===== src/rtl/pixel_streamer.sv =====
// pixel_streamer
// Frame-memory source for the convolution window path. Holds one
// ROW_SIZE x COLUMN_SIZE image loaded through a simple write port and, on
// start, replays it in raster order, optionally wrapped in a PAD-pixel ring
// of zeros. The downstream window generator must be built for the padded
// width W = ROW_SIZE + 2*PAD when PAD > 0.
//
// Ports:
//   clock          single clock, all logic on posedge
//   resetn         asynchronous active-low reset (memory is not cleared)
//   wr_en          frame-memory write strobe (ignored while busy)
//   wr_addr        raster write address row*ROW_SIZE+col
//   wr_data        pixel to store
//   start          begin one frame replay (only honoured in IDLE)
//   stall          back-pressure: blocks pixel issue in the current cycle
//   data_out       streamed pixel, 0 when data_out_valid is low
//   data_out_valid data_out carries a pixel this cycle
//   busy           replay in progress
//   done           one-cycle pulse alongside the last pixel
module pixel_streamer #(
    parameter int DATA_SIZE   = 16,
    parameter int ROW_SIZE    = 5,
    parameter int COLUMN_SIZE = 5,
    parameter int PAD         = 0,
    localparam int W          = ROW_SIZE + 2 * PAD,
    localparam int H          = COLUMN_SIZE + 2 * PAD,
    localparam int AW         = $clog2(ROW_SIZE * COLUMN_SIZE)
) (
    input  logic                 clock,
    input  logic                 resetn,
    input  logic                 wr_en,
    input  logic [AW-1:0]        wr_addr,
    input  logic [DATA_SIZE-1:0] wr_data,
    input  logic                 start,
    input  logic                 stall,
    output logic [DATA_SIZE-1:0] data_out,
    output logic                 data_out_valid,
    output logic                 busy,
    output logic                 done
);

    localparam int DEPTH = ROW_SIZE * COLUMN_SIZE;
    localparam int CW    = $clog2(W + 1);
    localparam int RW    = $clog2(H + 1);
    localparam logic [CW-1:0] COL_LAST = CW'(W - 1);
    localparam logic [RW-1:0] ROW_LAST = RW'(H - 1);

    typedef enum logic [1:0] {
        S_IDLE   = 2'd0,
        S_STREAM = 2'd1,
        S_DONE   = 2'd2
    } state_t;

    state_t                 state_q, state_d;
    logic [CW-1:0]          col_q, col_d;
    logic [RW-1:0]          row_q, row_d;
    logic [AW-1:0]          addr_q, addr_d;
    logic                   busy_q, done_q, valid_q;
    logic [DATA_SIZE-1:0]   data_q;
    logic                   issue_s;
    logic                   pad_s;

    logic [DATA_SIZE-1:0]   frame_mem [DEPTH];

    // Pad ring test on the padded-frame position; int casts keep PAD=0 legal
    always_comb begin
        pad_s = (int'(row_q) < PAD) || (int'(row_q) >= PAD + COLUMN_SIZE) ||
                (int'(col_q) < PAD) || (int'(col_q) >= PAD + ROW_SIZE);
    end

    // Next-state, counter and read-address logic
    always_comb begin
        state_d = state_q;
        col_d   = col_q;
        row_d   = row_q;
        addr_d  = addr_q;
        issue_s = 1'b0;
        case (state_q)
            S_IDLE: begin
                col_d  = '0;
                row_d  = '0;
                addr_d = '0;
                if (start) begin
                    state_d = S_STREAM;
                end else begin
                    state_d = S_IDLE;
                end
            end
            S_STREAM: begin
                if (!stall) begin
                    issue_s = 1'b1;
                    // Non-pad positions are visited in memory order, so the
                    // read address is a plain counter advanced on each of them.
                    if (!pad_s) begin
                        addr_d = addr_q + AW'(1);
                    end else begin
                        addr_d = addr_q;
                    end
                    if (col_q == COL_LAST) begin
                        col_d = '0;
                        if (row_q == ROW_LAST) begin
                            row_d   = '0;
                            state_d = S_DONE;
                        end else begin
                            row_d = row_q + RW'(1);
                        end
                    end else begin
                        col_d = col_q + CW'(1);
                    end
                end else begin
                    state_d = S_STREAM;
                end
            end
            S_DONE: begin
                state_d = S_IDLE;
            end
            default: begin
                state_d = S_IDLE;
            end
        endcase
    end

    // State, counters and status flags
    always_ff @(posedge clock or negedge resetn) begin
        if (!resetn) begin
            state_q <= S_IDLE;
            col_q   <= '0;
            row_q   <= '0;
            addr_q  <= '0;
            busy_q  <= 1'b0;
            done_q  <= 1'b0;
            valid_q <= 1'b0;
        end else begin
            state_q <= state_d;
            col_q   <= col_d;
            row_q   <= row_d;
            addr_q  <= addr_d;
            busy_q  <= (state_d != S_IDLE);
            done_q  <= (state_d == S_DONE);
            valid_q <= issue_s;
        end
    end

    // Frame memory write port; locked out during a replay
    always_ff @(posedge clock) begin
        if (wr_en && !busy_q && (int'(wr_addr) < DEPTH)) begin
            frame_mem[wr_addr] <= wr_data;
        end
    end

    // Registered read; pad positions and idle cycles present zero
    always_ff @(posedge clock or negedge resetn) begin
        if (!resetn) begin
            data_q <= '0;
        end else if (issue_s && !pad_s) begin
            data_q <= frame_mem[addr_q];
        end else begin
            data_q <= '0;
        end
    end

    assign data_out       = data_q;
    assign data_out_valid = valid_q;
    assign busy           = busy_q;
    assign done           = done_q;

endmodule


===== config.mk =====
export PLATFORM = sky130hd
export DESIGN_NAME = pixel_streamer
export DESIGN_NICKNAME = d
export VERILOG_FILES = /design/src/rtl/pixel_streamer.sv
export SDC_FILE = /design/constraint.sdc
export NUM_CORES = 1
export LEC_CHECK = 0
export BUFFER_PORTS_ARGS = -buffer_cell sky130_fd_sc_hd__buf_2
export CAP_MARGIN = 30
export CORE_MARGIN = 1.5
export CORE_UTILIZATION = 55
export CTS_CLUSTER_DIAMETER = 100
export CTS_CLUSTER_SIZE = 12
export DETAILED_ROUTE_END_ITERATION = 16
export GPL_ROUTABILITY_DRIVEN = 0
export PLACE_DENSITY = 0.74
export SLEW_MARGIN = 20
export SYNTH_ARGS = -nofsm -noshare
export SYNTH_HDL_FRONTEND = slang
export SYNTH_SLANG_ARGS = --single-unit

===== constraint.sdc =====
create_clock -name clock -period 2.03 [get_ports clock]
set_input_delay 0.3045 -clock clock [delete_from_list [all_inputs] [get_ports clock]]
set_output_delay 0.3045 -clock clock [all_outputs]
set_load 0.01 [all_outputs]

==> results of run 1 <==
[synthesized netlist by cell type (all sizes together) (2+ instances only)]
cell and number:
nor4 3, nor3b 15, edfxtp 400, nor2 40, dfrtp 32, mux2i 30
a221o 2, o2bb2ai 15, o22ai 15, a222oi 15, nand3b 5, a22o 10
nand3 5, a221oi 15, a211oi 2, o21ai 7, ha 7, nor3 4
nand2b 4, mux2 64, nor4b 16, o31a 2, inv 4, mux4 51
nor2b 4, nand2 42, a21oi 17, clkbuf 16, buf 35
[state kept, by name, indices dropped and copies added, names as in the netlist, 2 cells and up]
signal,count
addr_q,5
row_q,3
frame_mem,400
col_q,3
data_out,16
state_q,2
[layer usage]
| layer | global-route usage | vias up |
|---|---|---|
| met5 | 0 | - |
| met2 | 0.393 | 418 |
| met1 | 0.369 | 4790 |
| met4 | 0.0616 | 0 |
| li1 | - | 3939 |
| met3 | 0.0447 | 61 |
[area by class of cell]
class / instances / area [sq um]
clock buffer: 66 / 1140
inverter: 4 / 15.0
fill: 2021 / 10600
sequential: 432 / 12800
tap: 396 / 495
timing repair buffer: 162 / 1420
multi-input combinational: 401 / 4050
clock inverter: 2 / 36.3
[worst max-delay path, cell delays in order (launching register included)]
cell and delay, ps:
dfrtp_4 540, buf_12 140, mux2_2 340, a222oi_1 470
buf_4 230, o2bb2ai_4 120, nor4b_2 60
[path summary, 6_finish.rpt]
check / depth (start not counted) / start / to
worst max-delay path: 6 / addr_q[0]$_DFFE_PN0P_ / data_out[10]$_DFF_PN0_
worst min-delay path: 3 / start / busy$_DFF_PN0_
worst max register to register: 6 / addr_q[0]$_DFFE_PN0P_ / data_out[10]$_DFF_PN0_
worst min register to register: 1 / row_q[2]$_DFFE_PN0P_ / row_q[2]$_DFFE_PN0P_
max in group asynchronous: 3 / resetn / addr_q[1]$_DFFE_PN0P_
min in group asynchronous: 2 / resetn / busy$_DFF_PN0_
[metrics by stage]
step / setup slack [ps] / area, sq um / util / hold slack [ps] / TNS (ps)
2_1_floorplan: -39.7 / 17100 / - / 8.91 / -7210
4_1_cts: -13.4 / 19800 / 0.648 / 24.9 / -13.4
3_5_place_dp: -23.0 / 18600 / 0.608 / 203 / -23.0
5_1_grt: -48.8 / 20000 / 0.653 / 56.9 / -94.4
6_report: -10.5 / 20000 / 0.653 / 31.2 / -10.5
3_3_place_gp: -4.46 / 18600 / 0.608 / 202 / -4.46
[report_power, final]
part | switching, W | internal, W | total (W)
Sequential | 0.000314 | 0.00997 | 0.0103
Combinational | 0.00393 | 0.00383 | 0.00776
Clock | 0.00307 | 0.00385 | 0.00692
[kinds of logic (layout without fill, tap and decap cells)]
family                   count (synthesis)  after routing  synth area share
multiplexers                           145            145             0.127
AO/OA/AOI/OAI                          104            104            0.0468
adder cells (fa/ha/maj)                  7              7           0.00513
AND/OR/NAND/NOR                        145            145            0.0509
buffers and inverters                   55            234            0.0194
flip-flops                             432            432             0.751
[repair_timing]
item	in CTS	in global routing
hold buffers	1	0
endpoints found under the setup margin	1	269
cloned	0	1
hold endpoints to repair	20	0
resized for setup	3	19
setup buffers	2	6
pin swaps	1	8
==> impl_metrics.json, run 1 <==
{
  "rsz0062_at_grt": "true",
  "cts_root_buf": "clkbuf_16",
  "synth_edf_count": 400,
  "yosysSeqAreaShare": 0.751,
  "drt_pass1_iterations": 8,
  "total_leakage_power_nw": 6.73,
  "clkTransAtPathRegs_ps": 60,
  "final_cell_mix": "edfxtp_1 (400), buf_4 (88), mux2_2 (63), mux4_2 (51), buf_2 (44)",
  "die-area_sq_mm": 0.0321,
  "drtAntennaViolNets": 0,
  "clock-sinks": 432,
  "core_area_sq_mm": 0.0306,
  "nets": 1075,
  "synthDistinctLibCells": 48,
  "powerDensity_mw_per_mm2": 1250,
  "required_ps": 2440,
  "grt_max_degree": 31,
  "grt_overflow_total": 0,
  "peakVddDrop_mv": 0.756,
  "avgSynthCellArea_sq_um": 19.2,
  "tightest_slew_ps": 545,
  "htreeDepth": 2,
  "hold_violations": 0,
  "grt_pass1_wl_mm": 57.8,
  "start_util": 0.558,
  "final_layout_size_suffix_gt1_frac": 0.347,
  "antenna_cells": 0,
  "slew_headroom": 0.637,
  "wl_mm": 39.0,
  "hpwlAfterDp_mm": 24.3,
  "final_common_cell": "edfxtp_1",
  "fp.dieH_um": 179,
  "yosys_warnings": 0,
  "wl_met2_mm": 18.6,
  "slew_viol_final": 0,
  "io_pins": 45,
  "ys_async_sr_fraction": 0.0741,
  "clk_latency_ps": 550,
  "fin_crit_ps": 2040,
  "timing.fmax_ghz": 0.490,
  "die_w_um": 179,
  "vias_per_cell": 6.29,
  "violations": "negative setup slack",
  "antenna_found_initial": 0,
  "synth_ff_type": "edfxtp_1",
  "cp-start-kind": "register",
  "cts.path.max_buffers": 3,
  "cp-end-kind": "register",
  "r2r_slack_ps": -10,
  "row_count": 64,
  "fin_cells": 1463,
  "num_vias": 9208,
  "netlist_area_sq_mm": 0.0171,
  "synth_area_leaders": "edfxtp_1 (70%), mux4_2 (6.7%), dfrtp_1 (4.7%), mux2_2 (4.2%), mux2i_1 (1.8%)",
  "finalClockSkew_ps": 18.1,
  "period_share": 1.01,
  "yosysTopAreaCell": "edfxtp_1",
  "power_w": 0.0250,
  "port_buffers": 44,
  "place_inst": 1385,
  "highest-signal-layer": "met4",
  "drtIter0Drc": 1059,
  "first_global_vias": 9099,
  "cap_violations": 0,
  "track_usage": 0.251,
  "hold_class": "input port to register",
  "synth_top_area_frac": 0.704,
  "crit_arrival_ps": 2450,
  "met3_wirelength_mm": 3.59,
  "drt-met1-wl_mm": 16.1,
  "path_max_fanout": 8,
  "area_delta_synth_final_pct": 17.0,
  "status": "complete, but fails checks",
  "setup_violations": 1,
  "cts_buffers": 41,
  "drc": 0,
  "cts_tree": "yes",
  "syn_inst": 888,
  "drt-wirelength-per-cell_um": 26.6,
  "ys_ff_latch": 432,
  "syn_nets": 921,
  "crit_type": "register to register",
  "worst_slack_ps": -10.5
}
Power figures use the tool's default switching activity.
==> run 2: changes to the inputs <==
Settings changed: CORE_UTILIZATION 55 to 56, PLACE_DENSITY 0.74 to 0.76.
==> run 2 against run 1 <==
The run still ends with negative setup slack left. Clock skew is 3.1 ps lower. Clock power is 1% higher. Sequential power hardly changed. Critical endpoint is now data_out[4]$_DFF_PN0_.
==> impl_metrics.json, run 2 (synthesis results as in run 1) <==
{
  "hpwlAfterDp_mm": 22.1,
  "violations": "negative setup slack",
  "crit_family": "compound AO/OA/AOI/OAI gates",
  "grt_pass1_wl_mm": 57.9,
  "tightest_slew_ps": 528,
  "core_area_sq_mm": 0.0298,
  "area_delta_synth_final_pct": 17.1,
  "drt_pass1_iterations": 8,
  "cts_tree": "yes",
  "clkTransAtPathRegs_ps": 60,
  "cp-start-kind": "register",
  "p_switching_w": 0.00742,
  "clk_latency_ps": 530,
  "hold_class": "input port to register",
  "largest_reg_flops": 400,
  "timing.fmax_ghz": 0.485,
  "crit_type": "register to register",
  "setup_violations": 1,
  "crit_arrival_ps": 2450,
  "final_cell_mix": "edfxtp_1 (400), mux2_2 (60), mux4_2 (51)",
  "multiInputGateArea_sq_mm": 0.00407,
  "port_buffers": 44,
  "largest-register": "frame_mem",
  "p_clk_frac": 0.278,
  "htreeDepth": 2,
  "row_count": 63,
  "n_fill_cell": 1878,
  "fin_area_sq_mm": 0.0200,
  "drtAntennaViolNets": 0,
  "first_global_vias": 9186,
  "powerDensity_mw_per_mm2": 1260,
  "grt_overflow_total": 0,
  "internal_power_w": 0.0177,
  "rsz0062_at_grt": "true",
  "status": "complete, but fails checks",
  "worst_slack_ps": -33.3,
  "peakVddDrop_mv": 0.777,
  "cts.path.max_buffers": 3,
  "timing.hold.ws_ps": 64.7,
  "power_frac_comb": 0.314,
  "sw_frac_of_total": 0.295,
  "vias_per_cell": 6.38,
  "seq_power_share": 0.408,
  "seq_area_sq_mm": 0.0128,
  "drt-wirelength-per-cell_um": 27.5,
  "drc": 0,
  "slew_viol_final": 0,
  "cp_slowest_cell": "dfrtp_4",
  "num_vias": 9125,
  "cts_buffers": 41,
  "required_ps": 2420,
  "max_stage_delay_ps": 590,
  "placed_area_sq_mm": 0.0185,
  "clock-sinks": 432,
  "hold_violations": 0,
  "cap_violations": 0,
  "io_pins": 45,
  "fp.dieH_um": 178,
  "die-area_sq_mm": 0.0315,
  "path_max_fanout": 8,
  "finalClockSkew_ps": 15.0,
  "die_w_um": 178,
  "cts_root_buf": "clkbuf_16",
  "crit_buf_inv": 2,
  "track_usage": 0.255,
  "fin_util": 0.671,
  "cp-end-kind": "register",
  "total_leakage_power_nw": 6.66,
  "r2r_slack_ps": -30,
  "final_layout_size_suffix_gt1_frac": 0.324,
  "power_w": 0.0252,
  "drtIter0Drc": 1119,
  "final_common_cell": "edfxtp_1",
  "period_share": 1.02,
  "antenna_found_initial": 5,
  "slew_headroom": 0.643,
  "fin_crit_ps": 2060,
  "path_cells": "buf_12, buf_6, mux2_4, a222oi_1, o2bb2ai_2, nor4b_2",
  "start_util": 0.573,
  "wl_mm": 39.4,
  "grt_max_degree": 34,
  "nets": 1045
}
[run 2: cell types whose count changed in the layout (fill, tap and decap cells not counted), moves of 3 or more]
cell	before	now
nor2_1	21	32
o2bb2ai_2	0	5
mux2_4	1	4
o2bb2ai_1	14	10
nor2_2	19	7
mux2_2	63	60
a221oi_2	2	6
buf_16	0	3
clkbuf_1	24	27
buf_4	88	44
a221oi_1	13	9
buf_12	22	34
[run 2: cell type report]
| type | count | area share |
|---|---|---|
| tap | 390 | 0.0244 |
| antenna | 1 | 0.000125 |
| clock inverter | 1 | 0.000438 |
| sequential | 432 | 0.641 |
| clock buffer | 70 | 0.0589 |
| timing repair buffer | 132 | 0.0703 |
| multi-input combinational | 401 | 0.204 |
| inverter | 4 | 0.000751 |
[run 2: stage by stage]
stage | setup TNS (ps) | cells | worst slack (ps)
2_1_floorplan | -7210 | 888 | -39.7
3_3_place_gp | -162 | 1345 | -97.0
3_5_place_dp | -229 | 1345 | -97.2
4_1_cts | -20.6 | 1423 | -12.1
5_1_grt | -282 | 1431 | -76.2
6_report | -33.3 | 1431 | -33.3
[run 2: final timing paths]
path,from,endpoint,depth (start not counted)
worst min-delay path,start,busy$_DFF_PN0_,3
worst max register to register,addr_q[0]$_DFFE_PN0P_,data_out[4]$_DFF_PN0_,6
min in group asynchronous,resetn,busy$_DFF_PN0_,2
worst max-delay path,addr_q[0]$_DFFE_PN0P_,data_out[4]$_DFF_PN0_,6
max in group asynchronous,resetn,addr_q[0]$_DFFE_PN0P_,3
worst min register to register,row_q[2]$_DFFE_PN0P_,row_q[2]$_DFFE_PN0P_,1
[run 2: power by group through the flow]
stage | Sequential [W] | Combinational (W) | Clock, W
floorplan | 0.0103 | 0.00488 | 0
global placement | 0.0105 | 0.00693 | 0
detailed placement | 0.0105 | 0.00703 | 0
CTS | 0.0102 | 0.00754 | 0.00703
global route | 0.0103 | 0.00833 | 0.00742
finish | 0.0103 | 0.00790 | 0.00699
[run 2: timing repair]
action / in CTS / in global routing
resized for setup: 10 / 24
setup endpoints to repair: 5 / 112
gates cloned: 2 / 1
endpoints found under the hold margin: 32 / 0
buffers inserted: 4 / 6
hold buffers: 1 / 0
pin swaps: 9 / 20
[run 2: worst reg2reg max path, cell delays in order (launching register included)]
cell       delay [ps]
dfrtp_4           590
buf_12            200
buf_6             120
mux2_4            290
a222oi_1          450
o2bb2ai_2         200
nor4b_2            80
[run 2: per-layer routing]
metal | routed length [um] | vias to the layer above | GRT usage
li1 | - | 3880 | -
met1 | 15000 | 4680 | 0.348
met2 | 19900 | 473 | 0.421
met3 | 3240 | 84 | 0.0435
met4 | 1210 | 8 | 0.0840
met5 | 46 | - | 0
